### src/rtl/xbar_rr_cmd_gen.sv
// Round-robin command generator feeding an 8:1 one-hot crossbar.
// Per-port single-entry buffers; one registered grant per cycle.
module xbar_rr_cmd_gen #(
    parameter int unsigned DATA_WIDTH     = 32,
    parameter int unsigned NUM_INPUT_DATA = 8
) (
    input  logic                                 clk,
    input  logic                                 rst,
    input  logic [NUM_INPUT_DATA-1:0]            i_req_valid,
    input  logic [NUM_INPUT_DATA*DATA_WIDTH-1:0] i_req_data,
    output logic [NUM_INPUT_DATA-1:0]            o_req_ready,
    input  logic                                 i_stall,
    output logic [NUM_INPUT_DATA-1:0]            o_valid,
    output logic [NUM_INPUT_DATA*DATA_WIDTH-1:0] o_data_bus,
    output logic                                 o_en,
    output logic [NUM_INPUT_DATA-1:0]            o_cmd
);

    localparam int unsigned N     = NUM_INPUT_DATA;
    localparam int unsigned DW    = DATA_WIDTH;
    localparam int unsigned PTR_W = $clog2(NUM_INPUT_DATA);

    logic [N-1:0]          buf_full_q, buf_full_d;
    logic [N-1:0][DW-1:0]  buf_data_q, buf_data_d;
    logic [PTR_W-1:0]      ptr_q, ptr_d;

    logic [N-1:0]          cmd_q, cmd_d;
    logic [N-1:0]          valid_q, valid_d;
    logic                  en_q, en_d;
    logic [N-1:0][DW-1:0]  data_bus_q, data_bus_d;

    logic [N-1:0]          grant_c;
    logic [PTR_W-1:0]      grant_idx_c;
    logic                  grant_any_c;
    logic [PTR_W-1:0]      scan_idx_c;
    logic [N-1:0]          accept_c;

    // Rotating priority scan starting at ptr; depends only on state and stall.
    always_comb begin
        grant_c     = '0;
        grant_idx_c = '0;
        grant_any_c = 1'b0;
        scan_idx_c  = '0;
        if (!i_stall) begin
            for (int unsigned i = 0; i < N; i++) begin
                scan_idx_c = ptr_q + PTR_W'(i);
                if (!grant_any_c && buf_full_q[scan_idx_c]) begin
                    grant_c[scan_idx_c] = 1'b1;
                    grant_idx_c         = scan_idx_c;
                    grant_any_c         = 1'b1;
                end
            end
        end
    end

    // A granted buffer can be refilled on the same edge it drains.
    assign o_req_ready = {N{~rst}} & (~buf_full_q | grant_c);
    assign accept_c    = i_req_valid & o_req_ready;

    always_comb begin
        buf_full_d = (buf_full_q & ~grant_c) | accept_c;
        buf_data_d = buf_data_q;
        for (int unsigned p = 0; p < N; p++) begin
            if (accept_c[p]) begin
                buf_data_d[p] = i_req_data[p*DW +: DW];
            end
        end
        ptr_d = grant_any_c ? grant_idx_c + PTR_W'(1) : ptr_q;
    end

    always_comb begin
        cmd_d      = grant_c;
        valid_d    = grant_c;
        en_d       = grant_any_c;
        data_bus_d = '0;
        for (int unsigned p = 0; p < N; p++) begin
            if (grant_c[p]) begin
                data_bus_d[p] = buf_data_q[p];
            end
        end
    end

    always_ff @(posedge clk or posedge rst) begin
        if (rst) begin
            buf_full_q <= '0;
            buf_data_q <= '0;
            ptr_q      <= '0;
            cmd_q      <= '0;
            valid_q    <= '0;
            en_q       <= 1'b0;
            data_bus_q <= '0;
        end else begin
            buf_full_q <= buf_full_d;
            buf_data_q <= buf_data_d;
            ptr_q      <= ptr_d;
            cmd_q      <= cmd_d;
            valid_q    <= valid_d;
            en_q       <= en_d;
            data_bus_q <= data_bus_d;
        end
    end

    assign o_cmd      = cmd_q;
    assign o_valid    = valid_q;
    assign o_en       = en_q;
    assign o_data_bus = data_bus_q;

endmodule

### config.mk
export PLATFORM = sky130hd
export DESIGN_NAME = xbar_rr_cmd_gen
export DESIGN_NICKNAME = d
export VERILOG_FILES = /design/src/rtl/xbar_rr_cmd_gen.sv
export SDC_FILE = /design/constraint.sdc
export NUM_CORES = 1
export LEC_CHECK = 0
export CORE_UTILIZATION = 44
export DETAILED_ROUTE_END_ITERATION = 7
export HOLD_SLACK_MARGIN = 0.15
export PLACE_DENSITY = 0.78
export SLEW_MARGIN = 20
export SYNTH_ARGS = -nofsm -noshare
export SYNTH_HDL_FRONTEND = slang
export SYNTH_SLANG_ARGS = --single-unit
### constraint.sdc
create_clock -name clk -period 20.9 [get_ports clk]
set_input_delay 4.18 -clock clk [delete_from_list [all_inputs] [get_ports clk]]
set_output_delay 4.18 -clock clk [all_outputs]
set_load 0.005 [all_outputs]
==> impl_metrics.json <==
{
  "ios": 548,
  "num_rows": 78,
  "antenna_left": 0,
  "place_area_um2": 26400,
  "endpoint_kind": "output port",
  "synth_cells": 1394,
  "clock-sinks": 532,
  "internal-power_mw": 2.50,
  "combPwrFrac": 0.308,
  "worst_pin_slew_ps": 976,
  "drc": 0,
  "fmaxAchievable_mhz": 93.6,
  "hold_viol": 0,
  "synth_warnings": 0,
  "syn-cell-area_um2": 20400,
  "start_kind": "primary input",
  "die_x_um": 217,
  "vias_per_cell": 5.06,
  "grt.total_usage": 0.221,
  "numCtsBuffers": 53,
  "stdcell_count": 2581,
  "clkTransAtPathRegs_ps": 60,
  "avgSynthCellArea_um2": 14.6,
  "p_sw_mw": 1.05,
  "totalWireLength_um": 52300,
  "fin_setup_tns_ps": 0,
  "setup_ws_ps": 10220,
  "dp.cells": 2482,
  "drt-initial-drc-count": 838,
  "worstHoldStart": "buf_data_q[114]",
  "num_vias": 13000,
  "reg2reg_from": "ptr_q[1]",
  "yosysTopAreaCell": "dfrtp_1",
  "synth_edf_count": 0,
  "postCtsSetupBuffers": 0,
  "netlist_top_cells_area": "dfrtp_1 (65%), mux2_2 (9.6%), and2_1 (8.0%), mux2_4 (4.3%), mux2_1 (1.5%)",
  "hold_buffers": 0,
  "cts_root_buf": "clkbuf_16",
  "finalSetupViolCount": 0,
  "crit_family": "buffers and inverters",
  "required_ps": 16720,
  "worst-path-max-fanout": 36,
  "clkPwrFrac": 0.263,
  "maxCapViolations": 0,
  "crit_buf_inv": 4,
  "start_util": 0.447,
  "clk_path_buf_depth": 3,
  "htree_levels": 2,
  "crit_path_cell_trace": "clkdlybuf4s50_1, inv_1, o31a_1, buf_4, nor2_1, nor2_1, clkdlybuf4s50_1",
  "cp.arrival_ps": 6500,
  "fp.dieH_um": 217,
  "rrSetupSlack_ps": 15490,
  "ir_drop_mv": 0.0777,
  "rsz0062_at_grt": "no",
  "nNetsFinal": 2214,
  "grt_pass1_vias": 14000,
  "first_pass_iters": 6,
  "synth_top_area_frac": 0.653,
  "holdPathStages": 1,
  "hpwl_um": 36500,
  "final_area_um2": 28200,
  "crit_type": "primary input to output port",
  "antenna_found_initial": 1,
  "ys_seq_area_frac": 0.653,
  "reg2reg_depth": 12,
  "synth_nets": 1668,
  "grt_pass1_wl_um": 80000,
  "drive_above_1_share": 0.186,
  "io_buffers": 547,
  "switching_share": 0.295,
  "fp.coreArea_um2": 45600,
  "synth_most_common_cell": "dfrtp_1",
  "critical_path.max_stage_delay_ps": 750,
  "min_period_ps": 10680,
  "holdWs_ps": 463,
  "synthDistinctLibCells": 78,
  "area_delta_synth_final_pct": 38.3,
  "grt_max_degree": 133,
  "ys_ff_latch": 532,
  "seq_power_share": 0.429,
  "async_flop_share": 1.00,
  "fin_util": 0.618,
  "clock_skew_ps": 18.8,
  "cts_tree": "yes",
  "cts_resized": 0,
  "worst_hold_path_type": "flip-flop to flip-flop",
  "finalPower_mw": 3.54,
  "place_congestion": 0.937,
  "place_ws_ps": 10220,
  "wl_per_cell_um": 20.3,
  "relSlewSlack": 0.345,
  "power.density_nw_per_um2": 126,
  "worstReg2RegEnd": "buf_data_q[254]",
  "finalCritPeriodShare": 0.511,
  "overflow": 0,
  "cp_slowest_cell": "clkdlybuf4s50_1",
  "worstSkewPairLatency_ps": 590,
  "power.leakage_nw": 12.5,
  "slew_violations": 0,
  "synth-main-ff-cell": "dfrtp_1",
  "min_to": "o_data_bus[114]",
  "die_area_um2": 47200,
  "yosys-top-cells-count": "dfrtp_1 (532), and2_1 (261), mux2_2 (174)",
  "outcome": "completed"
}
-- flip-flops by register name (all words and copies together), names as in the netlist --
name        flops
buf_data_q    256
o_data_bus    256
buf_full_q      8
o_valid         8
ptr_q           3
o_en            1
-- power groups by stage --
stage	logic [mW]	clock network, mW	registers, mW
after floorplan	0.700	0	1.49
after detailed placement	1.08	0	1.54
final	1.09	0.930	1.52
after CTS	1.09	0.952	1.53
after global placement	1.06	0	1.52
after global routing	1.17	0.989	1.56
-- cell usage in the layout (no fill, tap or decap), types with 18 or more instances in the layout --
cell type        count
clkdlybuf4s50_1    547
dfrtp_1            532
and2_1             261
mux2_2             174
mux2_4              59
clkbuf_16           55
nand2_1             37
mux2_1              27
nor2_1              23
clkbuf_1            18
-- how the worst max path moves through the flow --
stage	startpoint	end	slack [ps]	depth (start not counted)
after floorplan	rst	o_req_ready[0]	5360	3
after global placement	i_stall	o_req_ready[0]	9990	4
after detailed placement	i_stall	o_req_ready[7]	10220	7
after CTS	i_stall	o_req_ready[7]	10190	7
after global routing	i_stall	o_req_ready[7]	10020	7
final	i_stall	o_req_ready[7]	10220	7
-- worst register-to-register path, stage by stage, from the launching register on --
cell,delay (ps)
dfrtp_1,660
inv_1,190
ha_1,830
inv_1,280
mux4_2,460
a21boi_2,550
nand3_1,250
o32ai_1,400
o31a_1,170
buf_4,310
o21ba_2,330
buf_4,480
mux2_2,400
-- area by class of cell --
cell class / instances / area, um^2
antenna: 1 / 2.50
clock buffer: 79 / 1530
clock inverter: 16 / 174
fill: 3412 / 17400
inverter: 17 / 80.1
multi-input combinational: 769 / 6650
sequential: 532 / 13300
tap: 600 / 751
timing repair buffer: 567 / 5690
-- cell families (layout without fill, tap and decap cells) --
| group | Yosys count | in the layout | share of synthesized area |
|---|---|---|---|
| adder cells (fa/ha/maj) | 7 | 7 | 0.00430 |
| AO/OA/AOI/OAI | 92 | 92 | 0.0349 |
| AND/OR/NAND/NOR | 385 | 385 | 0.111 |
| buffers and inverters | 93 | 679 | 0.0236 |
| flip-flops | 532 | 532 | 0.653 |
| multiplexers | 282 | 282 | 0.171 |
| other | 0 | 1 | 0 |
| XOR/XNOR | 3 | 3 | 0.00166 |
-- layer usage --
metal | GRT usage | wire, um
met4 | 0.0845 | 1670
met2 | 0.380 | 26600
met3 | 0.0541 | 3550
met5 | 0 | 0
met1 | 0.266 | 20400
(Power assumes the default switching activity.)
